`config.mk`:
```
export PLATFORM = sky130hd
export DESIGN_NAME = qsys_sdram_cpu_oci_dtrace_packer
export DESIGN_NICKNAME = d
export VERILOG_FILES = /design/src/rtl/qsys_sdram_cpu_oci_dtrace_pkg.sv /design/src/rtl/qsys_sdram_cpu_oci_dtrace_addr.sv /design/src/rtl/qsys_sdram_cpu_oci_dtrace_packer.sv
export SDC_FILE = /design/constraint.sdc
export NUM_CORES = 1
export LEC_CHECK = 0
export ABC_CLOCK_PERIOD_IN_PS = 6600
export BUFFER_PORTS_ARGS = -buffer_cell sky130_fd_sc_hd__buf_4
export CAP_MARGIN = 20
export CORE_MARGIN = 2
export CORE_UTILIZATION = 40
export CTS_CLUSTER_SIZE = 10
export DETAILED_ROUTE_END_ITERATION = 6
export PLACE_DENSITY = 0.66
export RECOVER_POWER = 100
export SLEW_MARGIN = 20
export SYNTH_ARGS = -nofsm -noshare
export SYNTH_HDL_FRONTEND = slang
export SYNTH_HIERARCHICAL = 1
export SYNTH_SLANG_ARGS = --single-unit
```
`constraint.sdc`:
```
create_clock -name clk -period 6.6 [get_ports clk]
set_clock_uncertainty 0.05 [all_clocks]
set_input_delay 0 -clock clk [delete_from_list [all_inputs] [get_ports clk]]
set_output_delay 0 -clock clk [all_outputs]
set_load 0.02 [all_outputs]
```
`src/rtl/qsys_sdram_cpu_oci_dtrace_pkg.sv`:
```
// Shared types and constants for the OCI data-trace packer.
package qsys_sdram_cpu_oci_dtrace_pkg;

  localparam int         SLOTS          = 15;
  localparam int         DCT_W          = 2 * SLOTS;
  localparam int         CNT_W          = 4;
  localparam logic [1:0] TW_TYPE_DTRACE = 2'b10;
  localparam int         TW_W           = 36;

  typedef enum logic [2:0] {
    ST_IDLE,
    ST_FILL,
    ST_EMIT,
    ST_DRAIN,
    ST_ENDED
  } dtrace_state_e;

endpackage

```
`src/rtl/qsys_sdram_cpu_oci_dtrace_addr.sv`:
```
// Wrapping trace-RAM write address with a sticky flag set on the all-ones -> 0 step.
module qsys_sdram_cpu_oci_dtrace_addr #(
  parameter int ADDR_W = 7
) (
  input  logic              clk,
  input  logic              reset_n,
  input  logic              inc,
  output logic [ADDR_W-1:0] addr,
  output logic              wrapped
);

  always_ff @(posedge clk or negedge reset_n) begin
    if (!reset_n) begin
      addr    <= '0;
      wrapped <= 1'b0;
    end else if (inc) begin
      addr <= addr + ADDR_W'(1);
      if (&addr) wrapped <= 1'b1;
    end
  end

endmodule

```
`src/rtl/qsys_sdram_cpu_oci_dtrace_packer.sv`:
```
// Packs 2-bit trace atoms into 30-bit buffers and hands them to the trace-RAM writer.
//
// state | meaning
// IDLE  | out of reset, waiting for trace_en
// FILL  | accepting atoms into dct_buffer
// EMIT  | offering the packed word, waiting for tw_ready
// DRAIN | trace_en dropped; decide whether a partial word remains
// ENDED | drain complete, waiting for trace_en to rise again
module qsys_sdram_cpu_oci_dtrace_packer
  import qsys_sdram_cpu_oci_dtrace_pkg::*;
#(
  parameter int ADDR_W = 7
) (
  input  logic              clk,
  input  logic              reset_n,
  input  logic              trace_en,
  input  logic              atom_valid,
  input  logic [1:0]        atom_data,
  output logic              atom_ready,
  input  logic              flush,
  output logic              tw_valid,
  output logic [TW_W-1:0]   tw_data,
  output logic [ADDR_W-1:0] tw_addr,
  input  logic              tw_ready,
  output logic              tw_wrapped,
  output logic [DCT_W-1:0]  dct_buffer,
  output logic [CNT_W-1:0]  dct_count,
  output logic              test_ending,
  output logic              test_has_ended
);

  dtrace_state_e      state, state_nxt;
  logic [DCT_W-1:0]   buf_nxt;
  logic [CNT_W-1:0]   cnt_nxt;
  logic               ending_nxt, ended_nxt;
  logic               trace_en_q;
  logic               tw_hs;

  always_ff @(posedge clk or negedge reset_n) begin
    if (!reset_n) begin
      state          <= ST_IDLE;
      dct_buffer     <= '0;
      dct_count      <= '0;
      test_ending    <= 1'b0;
      test_has_ended <= 1'b0;
      trace_en_q     <= 1'b0;
    end else begin
      state          <= state_nxt;
      dct_buffer     <= buf_nxt;
      dct_count      <= cnt_nxt;
      test_ending    <= ending_nxt;
      test_has_ended <= ended_nxt;
      trace_en_q     <= trace_en;
    end
  end

  always_comb begin
    state_nxt  = state;
    buf_nxt    = dct_buffer;
    cnt_nxt    = dct_count;
    ending_nxt = test_ending;
    ended_nxt  = test_has_ended;
    unique case (state)
      ST_IDLE: begin
        if (trace_en) state_nxt = ST_FILL;
      end
      ST_FILL: begin
        // Slots above the fill point are zero, so OR-ing in place is enough.
        if (atom_valid) begin
          buf_nxt = dct_buffer | (DCT_W'(atom_data) << {dct_count, 1'b0});
          cnt_nxt = dct_count + 4'd1;
        end
        if (!trace_en) begin
          state_nxt  = ST_DRAIN;
          ending_nxt = 1'b1;
        end else if (cnt_nxt == CNT_W'(SLOTS) || (flush && cnt_nxt != '0)) begin
          state_nxt = ST_EMIT;
        end
      end
      ST_DRAIN: begin
        if (dct_count != '0) begin
          state_nxt = ST_EMIT;
        end else begin
          state_nxt  = ST_ENDED;
          ending_nxt = 1'b0;
          ended_nxt  = 1'b1;
        end
      end
      ST_EMIT: begin
        if (!trace_en) ending_nxt = 1'b1;
        if (tw_ready) begin
          buf_nxt = '0;
          cnt_nxt = '0;
          if (ending_nxt) begin
            state_nxt  = ST_ENDED;
            ending_nxt = 1'b0;
            ended_nxt  = 1'b1;
          end else begin
            state_nxt = ST_FILL;
          end
        end
      end
      ST_ENDED: begin
        if (trace_en && !trace_en_q) begin
          state_nxt = ST_FILL;
          ended_nxt = 1'b0;
        end
      end
      default: state_nxt = ST_IDLE;
    endcase
  end

  assign atom_ready = (state == ST_FILL);
  assign tw_valid   = (state == ST_EMIT);
  assign tw_data    = {TW_TYPE_DTRACE, dct_count, dct_buffer};
  assign tw_hs      = tw_valid && tw_ready;

  qsys_sdram_cpu_oci_dtrace_addr #(
    .ADDR_W (ADDR_W)
  ) u_addr (
    .clk     (clk),
    .reset_n (reset_n),
    .inc     (tw_hs),
    .addr    (tw_addr),
    .wrapped (tw_wrapped)
  );

endmodule

```
==> impl_table.tex, run 1 <==
\begin{tabular}{lr}
\hline
Metric & Value \\
\hline
\multicolumn{2}{l}{\textbf{Run status}} \\
\quad Outcome & finished, violations left \\
\quad Failing checks & capacitance limit, slew limit \\
\multicolumn{2}{l}{\textbf{Logic synthesis}} \\
\quad Area share of the largest cell type after synthesis & 0.471 \\
\quad Post-synthesis sequential area ratio & 0.471 \\
\quad YS warnings & 6 \\
\quad Post-synthesis cell type with the largest combined area & sky130\_fd\_sc\_hd\_\_dfrtp\_1 \\
\quad Mean post-synth cell area & between 10 and 15 sq um \\
\quad Number of distinct library cells after synthesis & 50 \\
\quad Top\_reg\_cell synth & sky130\_fd\_sc\_hd\_\_dfrtp\_1 \\
\quad Number of synthesized flops with an enable pin & 0 \\
\quad Flops \& latches, synth & 48 \\
\quad Leading cell types by total area after synthesis & sky130\_fd\_sc\_hd\_\_dfrtp\_1 47\%, sky130\_fd\_sc\_hd\_\_buf\_4 11\%, sky130\_fd\_sc\_hd\_\_a22o\_1 10\% \\
\quad Net count after synthesis & 240 \\
\quad Share of async-settable or async-resettable flops after synthesis & 1.00 \\
\quad Cell count after synthesis & 229 \\
\quad Post-synthesis instance area & 2550 sq um \\
\multicolumn{2}{l}{\textbf{Detailed routing}} \\
\quad Drc violations & 0 \\
\quad Number of detailed-routing iterations run before antenna repair & 4 \\
\quad Drt initial violations & 81 \\
\quad Via total after detailed routing & 1864 \\
\quad Remaining antenna violation count & 0 \\
\quad Detailed-route wire length per cell & 15.2 microns \\
\quad Per-cell via count in the routed design & 5.24 \\
\quad Wire length reported by the detailed router & 5430 microns \\
\multicolumn{2}{l}{\textbf{Worst hold path}} \\
\quad Type of the tightest min-delay check & in -> reg \\
\multicolumn{2}{l}{\textbf{Cells and area}} \\
\quad Fraction of final layout cells with drive strength greater than 1 & 0.0789 \\
\quad Fillers & 634 \\
\quad Synth-to-layout area growth & 10.8\% \\
\quad Cell area after layout & 2830 sq um \\
\quad Antenna diode instance count & 0 \\
\quad Net count, final & about 290 \\
\multicolumn{2}{l}{\textbf{STA}} \\
\quad Final number of hold-violating endpoints & 0 \\
\quad Final Max Slew Viols & $\sim$50 \\
\quad Final setup violation count & 0 \\
\quad Total negative slack for setup checks & 0 ps \\
\quad Highest clock rate & 0.356 GHz \\
\quad Final critical-path required period & 2810 ps \\
\quad Transition at the pin with the smallest max-transition slack & 2510 ps \\
\quad Slew Limit Headroom & -0.670 \\
\quad Unrepaired setup endpoints after global routing & false \\
\quad Final period util & 0.426 \\
\multicolumn{2}{l}{\textbf{Floorplanning}} \\
\quad Die Height & 83.9 microns \\
\quad Die footprint & 7040 sq um \\
\quad Site row count & 29 \\
\quad Core box area & roughly 6300 sq um \\
\quad Initial core utilization & 0.407 \\
\quad Io pins & 90 \\
\quad Chip Width & between 80 and 90 microns \\
\multicolumn{2}{l}{\textbf{Clock network}} \\
\quad Number of levels in the clock H-tree & 2 \\
\quad Clock Path Buffers & 2 \\
\quad Reg clk slew, reported paths & 90 ps \\
\quad Num CTS Buffers & 5 \\
\quad Post-cts repair resize count & 0 \\
\quad Cell chosen for the clock root & sky130\_fd\_sc\_hd\_\_clkbuf\_8 \\
\quad Clock sink total & 48 \\
\quad CTS tree & done \\
\quad Clock latency reported for the late side of the worst-skew pair & 310 ps \\
\multicolumn{2}{l}{\textbf{Global routing}} \\
\quad Number of antenna violations at the first check in global routing & 0 \\
\quad Grt ovf & 0 \\
\quad Vias in the first global route & 1711 \\
\quad Total routing resource utilization after global routing & 0.160 \\
\quad Global-route wire length before repair & 8960 microns \\
\quad Largest net degree at the start of global routing & 49 \\
\multicolumn{2}{l}{\textbf{Power}} \\
\quad VDD IR-drop max & approximately 160 uV \\
\quad Static leakage & 1.22 nW \\
\quad Power per Cell Area & 458 nW/um\^{}2 \\
\multicolumn{2}{l}{\textbf{Worst setup path}} \\
\quad Arrival time at the worst endpoint & 2950 ps \\
\quad Largest fanout on the critical path & 37 \\
\quad Cell chain of the critical path & nor3b\_1 > nand2\_1 > inv\_1 > and3\_1 > nand4\_2 > xnor2\_1 \\
\quad Slowest stage cell, crit path & sky130\_fd\_sc\_hd\_\_nand2\_1 \\
\quad Worst path bufs/invs & 1 \\
\quad Kind of cell adding the most delay to the critical path & simple AND/OR/NAND/NOR gates \\
\quad CP Capture Type & register \\
\quad Critical path startpoint category & register \\
\quad Req. time, crit path & 6740 ps \\
\quad Category of the most critical setup path & reg -> reg \\
\quad Peak per-stage delay on the critical path & $\sim$750 ps \\
\multicolumn{2}{l}{\textbf{Placed design}} \\
\quad IO Port Bufs & 87 \\
\quad Detailed-placement wirelength estimate & 3800 microns \\
\quad Final weighted congestion in routability-driven placement & 0.822 \\
\quad Area post-placement & 2970 sq um \\
\multicolumn{2}{l}{\textbf{Flow run}} \\
\quad Number of violations of the max-capacitance limit & 1 \\
\hline
\end{tabular}
## cells by family (layout without fill, tap and decap cells)
group	Yosys count	after routing	share of synthesized area
other	2	2	0.00294
flip-flops	48	48	0.471
adder cells (fa/ha/maj)	3	3	0.0147
AO/OA/AOI/OAI	53	53	0.170
XOR/XNOR	7	7	0.0240
multiplexers	2	2	0.00833
buffers and inverters	55	105	0.138
AND/OR/NAND/NOR	59	59	0.172
## final cells by class
class                           count  area [sq um]  share of cell area
Timing Repair Buffer               92           399               0.141
Sequential cell                    48          1200               0.425
Clock buffer                        5          68.8              0.0243
Inverter                            5          18.8             0.00663
Tap cell                           77          96.3              0.0341
Multi-Input combinational cell    126           976               0.345
Clock inverter                      3          68.8              0.0243
## Yosys cell counts (all sizes together) (2+ instances only)
library cell,instances
nand2b,4
nor2,8
conb,2
nor3,2
nand2,12
clkbuf,8
o21bai,2
nand4b,2
dfrtp,48
a21oi,4
nand4,5
o21ai,3
xnor2,4
and3,7
nor2b,2
nor3b,3
o32a,2
nand3b,3
xor2,3
buf,42
nand3,3
nor4b,4
inv,5
a22o,30
o2111ai,2
ha,3
## layer usage
metal  share of wire  routed length (microns)  vias to the layer above  GRT usage
li1                -                        -                      889          -
met1            0.47                     2570                      909      0.218
met2            0.45                     2440                       58      0.250
met3           0.062                      337                        8     0.0396
met4           0.015                       80                        0     0.0528
met5               0                        0                        -          0
## cells in the final DEF, fill, tap and decap left out, drive strengths merged, types with 3 or more instances in the layout
cell type    count
clkbuf          86
dfrtp           48
a22o            30
nand2           12
nor2             8
and3             7
buf              6
inv              6
dlygate4sd3      5
nand4            5
nor4b            4
a21oi            4
nand2b           4
xnor2            4
nor3b            3
nand3b           3
o21ai            3
xor2             3
nand3            3
ha               3
## stage by stage
step           hold slack, ps  cells  power, W   util  setup slack, ps
4_1_cts                   205    356   0.00142  0.503             4150
5_1_grt                   262    356   0.00139  0.451             3480
6_report                  262    356   0.00130  0.451             3790
3_5_place_dp             5.24    343   0.00116  0.473             4170
3_3_place_gp             3.37    343   0.00115  0.473             4260
2_1_floorplan            -346    229  0.000972      -             4210
## worst paths after layout
path	slack (ps)	from	depth (start not counted)	endpoint
worst max-delay path	3790	state[1]$_DFFE_PN0P_	6	u_addr/addr[5]$_DFFE_PN0P_
worst min-delay path	260	atom_data[1]	3	dct_buffer[7]$_DFFE_PN0P_
worst max register to register	3790	state[1]$_DFFE_PN0P_	6	u_addr/addr[5]$_DFFE_PN0P_
worst min register to register	440	u_addr/wrapped$_DFFE_PN0P_	1	u_addr/wrapped$_DFFE_PN0P_
max in group asynchronous	4130	reset_n	2	dct_buffer[27]$_DFFE_PN0P_
min in group asynchronous	950	reset_n	2	test_ending$_DFFE_PN0P_
## worst reg2reg max path, delay by kind of cell (launching register included)
family,cells,cell delay (ps)
flip-flops,1,590
AND/OR/NAND/NOR,4,1520
XOR/XNOR,1,140
buffers and inverters,1,410
## report_power, final
| part | total, W | leakage, nW | internal (W) | switching [W] |
|---|---|---|---|---|
| clock network | 0.000254 | 0.0687 | 0.000152 | 0.000102 |
| logic | 0.000551 | 0.510 | 0.000188 | 0.000363 |
| registers | 0.000491 | 0.640 | 0.000369 | 0.000122 |
| total | 0.00130 | 1.22 | 0.000710 | 0.000586 |
## flip-flops by register name, indices dropped and copies added, names as in the netlist
name,cells
state,3
test_ending,1
test_has_ended,1
trace_en_q,1
u_addr/addr,7
u_addr/wrapped,1
dct_buffer,30
dct_count,4
## repair_timing
action	CTS	global route
setup buffers	0	0
hold buffers	5	0
endpoints found under the hold margin	54	0
Note: power is estimated with default switching activity, not from simulation.
==> inputs of run 2 (changes only) <==
ABC_CLOCK_PERIOD_IN_PS = 2950   (was 6600)
clock period = 2.95 ns   (was 6.6 ns; I/O delays follow)
==> run 2 against run 1 <==
  * Fmax up 24%
  * Die area unchanged
  * Core utilization down 0.42 points
  * First-iteration DRC count up 12%
  * The run now ends clean
  * Via count down 0.59%
  * Register-to-register slack worse by 3100 ps
  * Routed wire length up 0.83%
  * Clock power up 61%
  * Total power up 110%
==> impl_table.tex, run 2 (same netlist as run 1, synthesis figures left out) <==
\begin{tabular}{lr}
\hline
Metric & Value \\
\hline
\multicolumn{2}{l}{\textbf{Cells and area}} \\
\quad Leading cell type in the layout, fill and taps excluded & sky130\_fd\_sc\_hd\_\_clkbuf\_1 \\
\quad Final Instance Count excl. Fillers & 358 \\
\quad Flip-flop count of the largest register, all copies and words added & 30 \\
\quad Net count, final & 291 \\
\quad Commonest non-fill, non-tap cells in the layout & 81 x sky130\_fd\_sc\_hd\_\_clkbuf\_1, 48 x sky130\_fd\_sc\_hd\_\_dfrtp\_1, 30 x sky130\_fd\_sc\_hd\_\_a22o\_1 \\
\quad Fillers & 659 \\
\quad Antenna diode instance count & 0 \\
\quad Largest registers & dct\_buffer (30), u\_addr/addr (7), dct\_count (4) \\
\quad Fraction of final layout cells with drive strength greater than 1 & 0.0890 \\
\quad Synth-to-layout area growth & 9.80\% \\
\quad Footprint of the flip-flops and latches & 1200 sq um \\
\quad Largest register by flop count & dct\_buffer \\
\quad Area taken by multi-input logic gates & 978 sq um \\
\multicolumn{2}{l}{\textbf{Clock network}} \\
\quad Post-CTS setup buffer count & 0 \\
\quad Clock Path Buffers & 2 \\
\quad Clock latency reported for the late side of the worst-skew pair & 290 ps \\
\quad Reg clk slew, reported paths & about 90 ps \\
\quad CTS tree & done \\
\quad Number of levels in the clock H-tree & 2 \\
\quad Cell chosen for the clock root & sky130\_fd\_sc\_hd\_\_clkbuf\_8 \\
\quad Num CTS Buffers & 5 \\
\quad Clock sink total & 48 \\
\multicolumn{2}{l}{\textbf{Power}} \\
\quad VDD IR-drop max & 416 uV \\
\quad Proportion of power drawn by combinational gates & 0.460 \\
\quad Share of power burned in the clock network & 0.149 \\
\quad Switching component of the power & around 0.0013 W \\
\quad Switching Share & 0.474 \\
\quad Static leakage & 1.21 nW \\
\quad Flop pwr share & 0.391 \\
\quad Internal & between 0.001 and 0.0015 W \\
\quad Power per Cell Area & 982 nW/um\^{}2 \\
\multicolumn{2}{l}{\textbf{Placed design}} \\
\quad IO Port Bufs & 87 \\
\quad Final weighted congestion in routability-driven placement & 0.842 \\
\quad Worst slack at placement & 727 ps \\
\quad Inst Count DP & 345 \\
\quad Detailed-placement wirelength estimate & around 3900 microns \\
\multicolumn{2}{l}{\textbf{STA}} \\
\quad Worst Slack Setup Final & 681 ps \\
\quad Slew Limit Headroom & 0.214 \\
\quad Transition at the pin with the smallest max-transition slack & 1180 ps \\
\quad Final critical-path required period & 2270 ps \\
\quad Final number of hold-violating endpoints & 0 \\
\quad Final Max Slew Viols & 0 \\
\quad Highest clock rate & around 0.44 GHz \\
\quad Final period util & 0.769 \\
\quad Total negative slack for setup checks & 0 ps \\
\quad Unrepaired setup endpoints after global routing & false \\
\quad Final setup violation count & 0 \\
\multicolumn{2}{l}{\textbf{Detailed routing}} \\
\quad Detailed-route wire length per cell & 15.3 microns \\
\quad Drt initial violations & 91 \\
\quad Per-cell via count in the routed design & 5.18 \\
\quad Drc violations & 0 \\
\quad Via total after detailed routing & 1853 \\
\quad Wire length reported by the detailed router & between 5000 and 6000 microns \\
\quad Remaining antenna violation count & 0 \\
\quad Number of detailed-routing iterations run before antenna repair & 4 \\
\multicolumn{2}{l}{\textbf{Worst setup path}} \\
\quad Largest fanout on the critical path & 15 \\
\quad Start point of the critical path & dct\_count[0]\$\_DFFE\_PN0P\_ \\
\quad Launch instance of the worst register-to-register path & dct\_count[0]\$\_DFFE\_PN0P\_ \\
\quad Arrival time at the worst endpoint & around 2400 ps \\
\quad Critical path startpoint category & register \\
\quad Req. time, crit path & 3090 ps \\
\quad CP Capture Type & register \\
\quad Category of the most critical setup path & reg -> reg \\
\multicolumn{2}{l}{\textbf{Global routing}} \\
\quad Total routing resource utilization after global routing & 0.157 \\
\quad Number of antenna violations at the first check in global routing & 0 \\
\quad Met1 layer usage reported by global route & 0.211 \\
\quad Vias in the first global route & between 1.5k and 2k \\
\quad Global-route wire length before repair & 8970 microns \\
\quad Largest net degree at the start of global routing & 49 \\
\quad Highest-utilization routing layer at the global route stage & met2 \\
\quad Grt ovf & 0 \\
\quad Met2 layer usage reported by global route & 0.260 \\
\quad Met3 layer usage reported by global route & 0.0376 \\
\multicolumn{2}{l}{\textbf{Worst hold path}} \\
\quad Hold wc startpoint & atom\_data[1] \\
\quad Type of the tightest min-delay check & in -> reg \\
\multicolumn{2}{l}{\textbf{Floorplanning}} \\
\quad Initial core utilization & 0.407 \\
\quad Site row count & 29 \\
\quad Io pins & 90 \\
\quad Core box area & $\sim$6300 sq um \\
\quad Die Height & between 80 and 90 microns \\
\quad Chip Width & 83.9 microns \\
\quad Die footprint & 7040 sq um \\
\multicolumn{2}{l}{\textbf{Run status}} \\
\quad Outcome & finished, final reports clean \\
\multicolumn{2}{l}{\textbf{Flow run}} \\
\quad Number of violations of the max-capacitance limit & 0 \\
\hline
\end{tabular}
-- run 2: area by class of cell --
cell class | count | area share
sequential | 48 | 0.429
timing repair buffer | 94 | 0.147
tap | 77 | 0.0344
clock inverter | 2 | 0.00491
clock buffer | 6 | 0.0295
multi-input combinational | 126 | 0.349
inverter | 5 | 0.00670
-- run 2: metal layers --
metal  part of all wire  vias up
li1                   -      894
met4             0.0055        0
met1               0.46      896
met3              0.061        4
met5                  0        -
met2               0.47       59
-- run 2: through the flow --
step | total power, W | instance area, sq um | util | hold slack (ps)
floorplan | 0.00217 | 2550 | - | -346
detailed placement | 0.00261 | 2980 | 0.475 | 11.4
finish | 0.00275 | 2800 | 0.446 | 282
global route | 0.00295 | 2800 | 0.446 | 293
CTS | 0.00304 | 3130 | 0.499 | 230
global placement | 0.00259 | 2980 | 0.475 | 5.39
-- run 2: worst max-delay path, stage by stage, from the launching register on --
cell                        delay [ps]
sky130_fd_sc_hd__dfrtp_1           580
sky130_fd_sc_hd__inv_1             120
sky130_fd_sc_hd__ha_1              350
sky130_fd_sc_hd__or4bb_1           480
sky130_fd_sc_hd__a21oi_1           140
sky130_fd_sc_hd__o2111ai_1         150
sky130_fd_sc_hd__a32o_1            290
-- run 2: final timing paths --
check                                             end  slack, ps  cells past startpoint
max                              state[1]$_DFFE_PN0P_        680                      6
min                         dct_buffer[7]$_DFFE_PN0P_        280                      3
max reg2reg                      state[1]$_DFFE_PN0P_        680                      6
min reg2reg                u_addr/addr[6]$_DFFE_PN0P_        440                      1
max in group asynchronous  u_addr/addr[5]$_DFFE_PN0P_       1710                      2
min in group asynchronous        trace_en_q$_DFF_PN0_        420                      2
-- run 2: power groups by stage --
stage	combinational, W	clock (W)	sequential [W]
global placement	0.00149	0	0.00110
detailed placement	0.00150	0	0.00111
global route	0.00138	0.000451	0.00112
finish	0.00127	0.000410	0.00108
CTS	0.00152	0.000425	0.00110
floorplan	0.000993	0	0.00118
-- run 2: repair_timing --
item,in CTS,in global routing
hold endpoints to repair,52,0
hold buffers,5,0
resized for setup,0,0
==> inputs of run 3 (changes only) <==
ABC_AREA = 1   (was not set)
ABC_CLOCK_PERIOD_IN_PS = 2350   (was 2950)
clock period = 2.35 ns   (was 2.95 ns; I/O delays follow)
==> run 3 against run 2 <==
  * Core utilization is 0.96 points higher
  * Critical path depth is 1 higher
  * Area after synthesis rose by 3.5%
  * Sequential power rose by 32%
  * Critical path type unchanged
  * Largest cell class unchanged
==> impl_table.tex, run 3 <==
\begin{tabular}{lr}
\hline
Metric & Value \\
\hline
\multicolumn{2}{l}{\textbf{Run status}} \\
\quad Outcome & finished, final reports clean \\
\multicolumn{2}{l}{\textbf{Logic synthesis}} \\
\quad Cell with the most instances after synthesis & sky130\_fd\_sc\_hd\_\_nand2\_1 \\
\quad Largest family of logic cells by synthesized area & simple AND/OR/NAND/NOR gates \\
\quad Area share of the largest cell type after synthesis & 0.455 \\
\quad Share of async-settable or async-resettable flops after synthesis & 1.00 \\
\quad Leading cell types by total area after synthesis & sky130\_fd\_sc\_hd\_\_dfrtp\_1 45\%, sky130\_fd\_sc\_hd\_\_buf\_4 11\%, sky130\_fd\_sc\_hd\_\_nand2\_1 9.5\% \\
\quad Post-synthesis instance area & 2640 sq um \\
\quad Post-synthesis cell type with the largest combined area & sky130\_fd\_sc\_hd\_\_dfrtp\_1 \\
\quad Number of synthesized flops with an enable pin & 0 \\
\quad Flops \& latches, synth & 48 \\
\quad Post-synthesis share of cell area spent on xor and xnor gates & 0.0133 \\
\quad Multiplexer fraction of the synthesized cell area & 0 \\
\quad Top\_reg\_cell synth & sky130\_fd\_sc\_hd\_\_dfrtp\_1 \\
\quad Net count after synthesis & between 300 and 400 \\
\quad Area fraction in compound gates after synthesis & 0.0866 \\
\quad Number of distinct library cells after synthesis & 26 \\
\quad Cell count after synthesis & 338 \\
\quad Mean post-synth cell area & 7.82 sq um \\
\quad Cell types with the highest counts after synthesis & 67 x sky130\_fd\_sc\_hd\_\_nand2\_1, 56 x sky130\_fd\_sc\_hd\_\_inv\_1, 48 x sky130\_fd\_sc\_hd\_\_dfrtp\_1 \\
\quad YS warnings & 6 \\
\quad Synth Area in Adders & 0.0142 \\
\quad Post-synthesis simple-gate area fraction & 0.222 \\
\quad Post-synthesis sequential area ratio & 0.455 \\
\multicolumn{2}{l}{\textbf{Global routing}} \\
\quad Total routing resource utilization after global routing & 0.157 \\
\quad Grt ovf & 0 \\
\quad Vias in the first global route & 2005 \\
\quad Largest net degree at the start of global routing & between 40 and 50 \\
\quad Number of antenna violations at the first check in global routing & 0 \\
\quad Global-route wire length before repair & a little over 9000 microns \\
\multicolumn{2}{l}{\textbf{STA}} \\
\quad Highest clock rate & 0.463 GHz \\
\quad Final Max Slew Viols & 0 \\
\quad Unrepaired setup endpoints after global routing & false \\
\quad Final number of hold-violating endpoints & 0 \\
\quad Final critical-path required period & 2160 ps \\
\quad Slew Limit Headroom & 0.205 \\
\quad Final period util & 0.918 \\
\quad Transition at the pin with the smallest max-transition slack & $\sim$1200 ps \\
\quad Total negative slack for setup checks & 0 ps \\
\quad Final setup violation count & 0 \\
\multicolumn{2}{l}{\textbf{Clock network}} \\
\quad Cell chosen for the clock root & sky130\_fd\_sc\_hd\_\_clkbuf\_8 \\
\quad Clock Path Buffers & 2 \\
\quad Num CTS Buffers & 5 \\
\quad CTS tree & done \\
\quad Clock sink total & 48 \\
\quad Number of levels in the clock H-tree & 2 \\
\quad Reg clk slew, reported paths & 80 ps \\
\quad Clock latency reported for the late side of the worst-skew pair & 300 ps \\
\multicolumn{2}{l}{\textbf{Detailed routing}} \\
\quad Per-cell via count in the routed design & 4.60 \\
\quad Via total after detailed routing & 2174 \\
\quad Drt initial violations & 109 \\
\quad Wire length reported by the detailed router & slightly below 6000 microns \\
\quad Number of detailed-routing iterations run before antenna repair & 4 \\
\quad Remaining antenna violation count & 0 \\
\quad Drc violations & 0 \\
\quad Detailed-route wire length per cell & 12.3 microns \\
\multicolumn{2}{l}{\textbf{Placed design}} \\
\quad Detailed-placement wirelength estimate & 4300 microns \\
\quad IO Port Bufs & 87 \\
\quad Final weighted congestion in routability-driven placement & 0.816 \\
\multicolumn{2}{l}{\textbf{Power}} \\
\quad Power per Cell Area & 1400 nW/um\^{}2 \\
\quad Post-layout power & $\sim$0.004 W \\
\quad VDD IR-drop max & a little over 600 uV \\
\quad Static leakage & 1.41 nW \\
\multicolumn{2}{l}{\textbf{Cells and area}} \\
\quad Fraction of final layout cells with drive strength greater than 1 & 0.0707 \\
\quad Largest registers & dct\_buffer (30), u\_addr/addr (7), dct\_count (4) \\
\quad Fillers & 691 \\
\quad Antenna diode instance count & 0 \\
\quad Largest register by flop count & dct\_buffer \\
\quad Synth-to-layout area growth & 10.2\% \\
\quad Leading cell type in the layout, fill and taps excluded & sky130\_fd\_sc\_hd\_\_clkbuf\_1 \\
\quad Commonest non-fill, non-tap cells in the layout & 78 x sky130\_fd\_sc\_hd\_\_clkbuf\_1, 71 x sky130\_fd\_sc\_hd\_\_nand2\_1, 59 x sky130\_fd\_sc\_hd\_\_inv\_1 \\
\quad Flip-flop count of the largest register, all copies and words added & 30 \\
\quad Net count, final & slightly above 400 \\
\multicolumn{2}{l}{\textbf{Worst setup path}} \\
\quad Critical path startpoint category & register \\
\quad Category of the most critical setup path & reg -> reg \\
\quad Worst path bufs/invs & 2 \\
\quad Top cell by count, worst path & sky130\_fd\_sc\_hd\_\_inv\_1 \\
\quad CP Capture Type & register \\
\quad Peak per-stage delay on the critical path & between 400 and 500 ps \\
\quad Kind of cell adding the most delay to the critical path & simple AND/OR/NAND/NOR gates \\
\quad Slowest stage cell, crit path & sky130\_fd\_sc\_hd\_\_nor3\_1 \\
\quad Arrival time at the worst endpoint & between 2000 and 2500 ps \\
\quad Cell chain of the critical path & nor3\_1 > inv\_1 > nand2\_1 > o21ai\_2 > inv\_1 > nand3\_1 > a21oi\_1 \\
\quad Req. time, crit path & 2510 ps \\
\quad Largest fanout on the critical path & 7 \\
\multicolumn{2}{l}{\textbf{Floorplanning}} \\
\quad Chip Width & 85.3 microns \\
\quad Core box area & 6390 sq um \\
\quad Die Height & 85.3 microns \\
\quad Initial core utilization & 0.414 \\
\quad Site row count & 29 \\
\quad Io pins & 90 \\
\quad Die footprint & between 7000 and 8000 sq um \\
\multicolumn{2}{l}{\textbf{Worst hold path}} \\
\quad Type of the tightest min-delay check & in -> reg \\
\multicolumn{2}{l}{\textbf{Flow run}} \\
\quad Number of violations of the max-capacitance limit & 0 \\
\hline
\end{tabular}
[run 3: worst paths after layout]
kind,slack [ps],depth (start not counted),end,startpoint
hold reg to reg,420,2,u_addr/wrapped$_DFFE_PN0P_,u_addr/wrapped$_DFFE_PN0P_
hold / removal,40,5,dct_buffer[3]$_DFFE_PN0P_,atom_data[1]
min in group asynchronous,440,2,dct_buffer[26]$_DFFE_PN0P_,reset_n
setup / recovery,190,7,dct_buffer[12]$_DFFE_PN0P_,state[2]$_DFFE_PN0P_
setup reg to reg,190,7,dct_buffer[12]$_DFFE_PN0P_,state[2]$_DFFE_PN0P_
max in group asynchronous,1010,2,dct_count[0]$_DFFE_PN0P_,reset_n
[run 3: where the power goes]
| group | leakage (nW) | internal, W | switching [W] |
|---|---|---|---|
| clock | 0.0410 | 0.000203 | 0.000259 |
| combinational | 0.751 | 0.000620 | 0.00156 |
| sequential | 0.614 | 0.00115 | 0.000289 |
[run 3: per-stage QoR]
| step | area, sq um | std cells | hold slack [ps] | worst slack [ps] | utilization |
|---|---|---|---|---|---|
| floorplan | 2640 | 338 | -346 | 463 | - |
| global placement | 3090 | 458 | -1.69 | 655 | 0.484 |
| detailed placement | 3090 | 458 | 6.05 | 577 | 0.484 |
| CTS | 3220 | 470 | 45.0 | 23.0 | 0.504 |
| global route | 2910 | 473 | 47.6 | 37.7 | 0.456 |
| finish | 2910 | 473 | 44.5 | 192 | 0.456 |
[run 3: cell type report]
type | instances | area [sq um] | area share
Tap cell | 77 | 96.3 | 0.0331
Sequential cell | 48 | 1200 | 0.413
Inverter | 61 | 233 | 0.0799
Timing Repair Buffer | 97 | 447 | 0.153
Multi-Input combinational cell | 183 | 856 | 0.294
Clock inverter | 1 | 5.00 | 0.00172
Clock buffer | 6 | 72.6 | 0.0249
[run 3: worst reg2reg max path, cell delays in order, from the launching register on]
cell and delay (ps):
sky130_fd_sc_hd__dfrtp_1 410, sky130_fd_sc_hd__nor3_1 490, sky130_fd_sc_hd__inv_1 270, sky130_fd_sc_hd__nand2_1 240, sky130_fd_sc_hd__o21ai_2 170, sky130_fd_sc_hd__inv_1 170, sky130_fd_sc_hd__nand3_1 110, sky130_fd_sc_hd__a21oi_1 160
[run 3: cell families after synthesis]
| kind of cell | count (synthesis) |
|---|---|
| compound gates | 42 |
| xor+xnor | 4 |
| fa+ha+maj | 3 |
| buf+inv | 107 |
| flops | 48 |
| other cells | 2 |
| simple gates | 132 |
[run 3: metal layers]
layer,GRT usage,vias up,wire length (microns)
met4,0.0433,0,69
met3,0.0360,5,337
met5,0,-,0
li1,-,1109,-
met2,0.266,58,2780
met1,0.202,1002,2640
[run 3: timing repair]
item,in CTS,in global routing
setup buffers,0,3
hold endpoints to repair,51,0
resized for setup,0,3
endpoints found under the setup margin,0,1
hold buffers,5,0
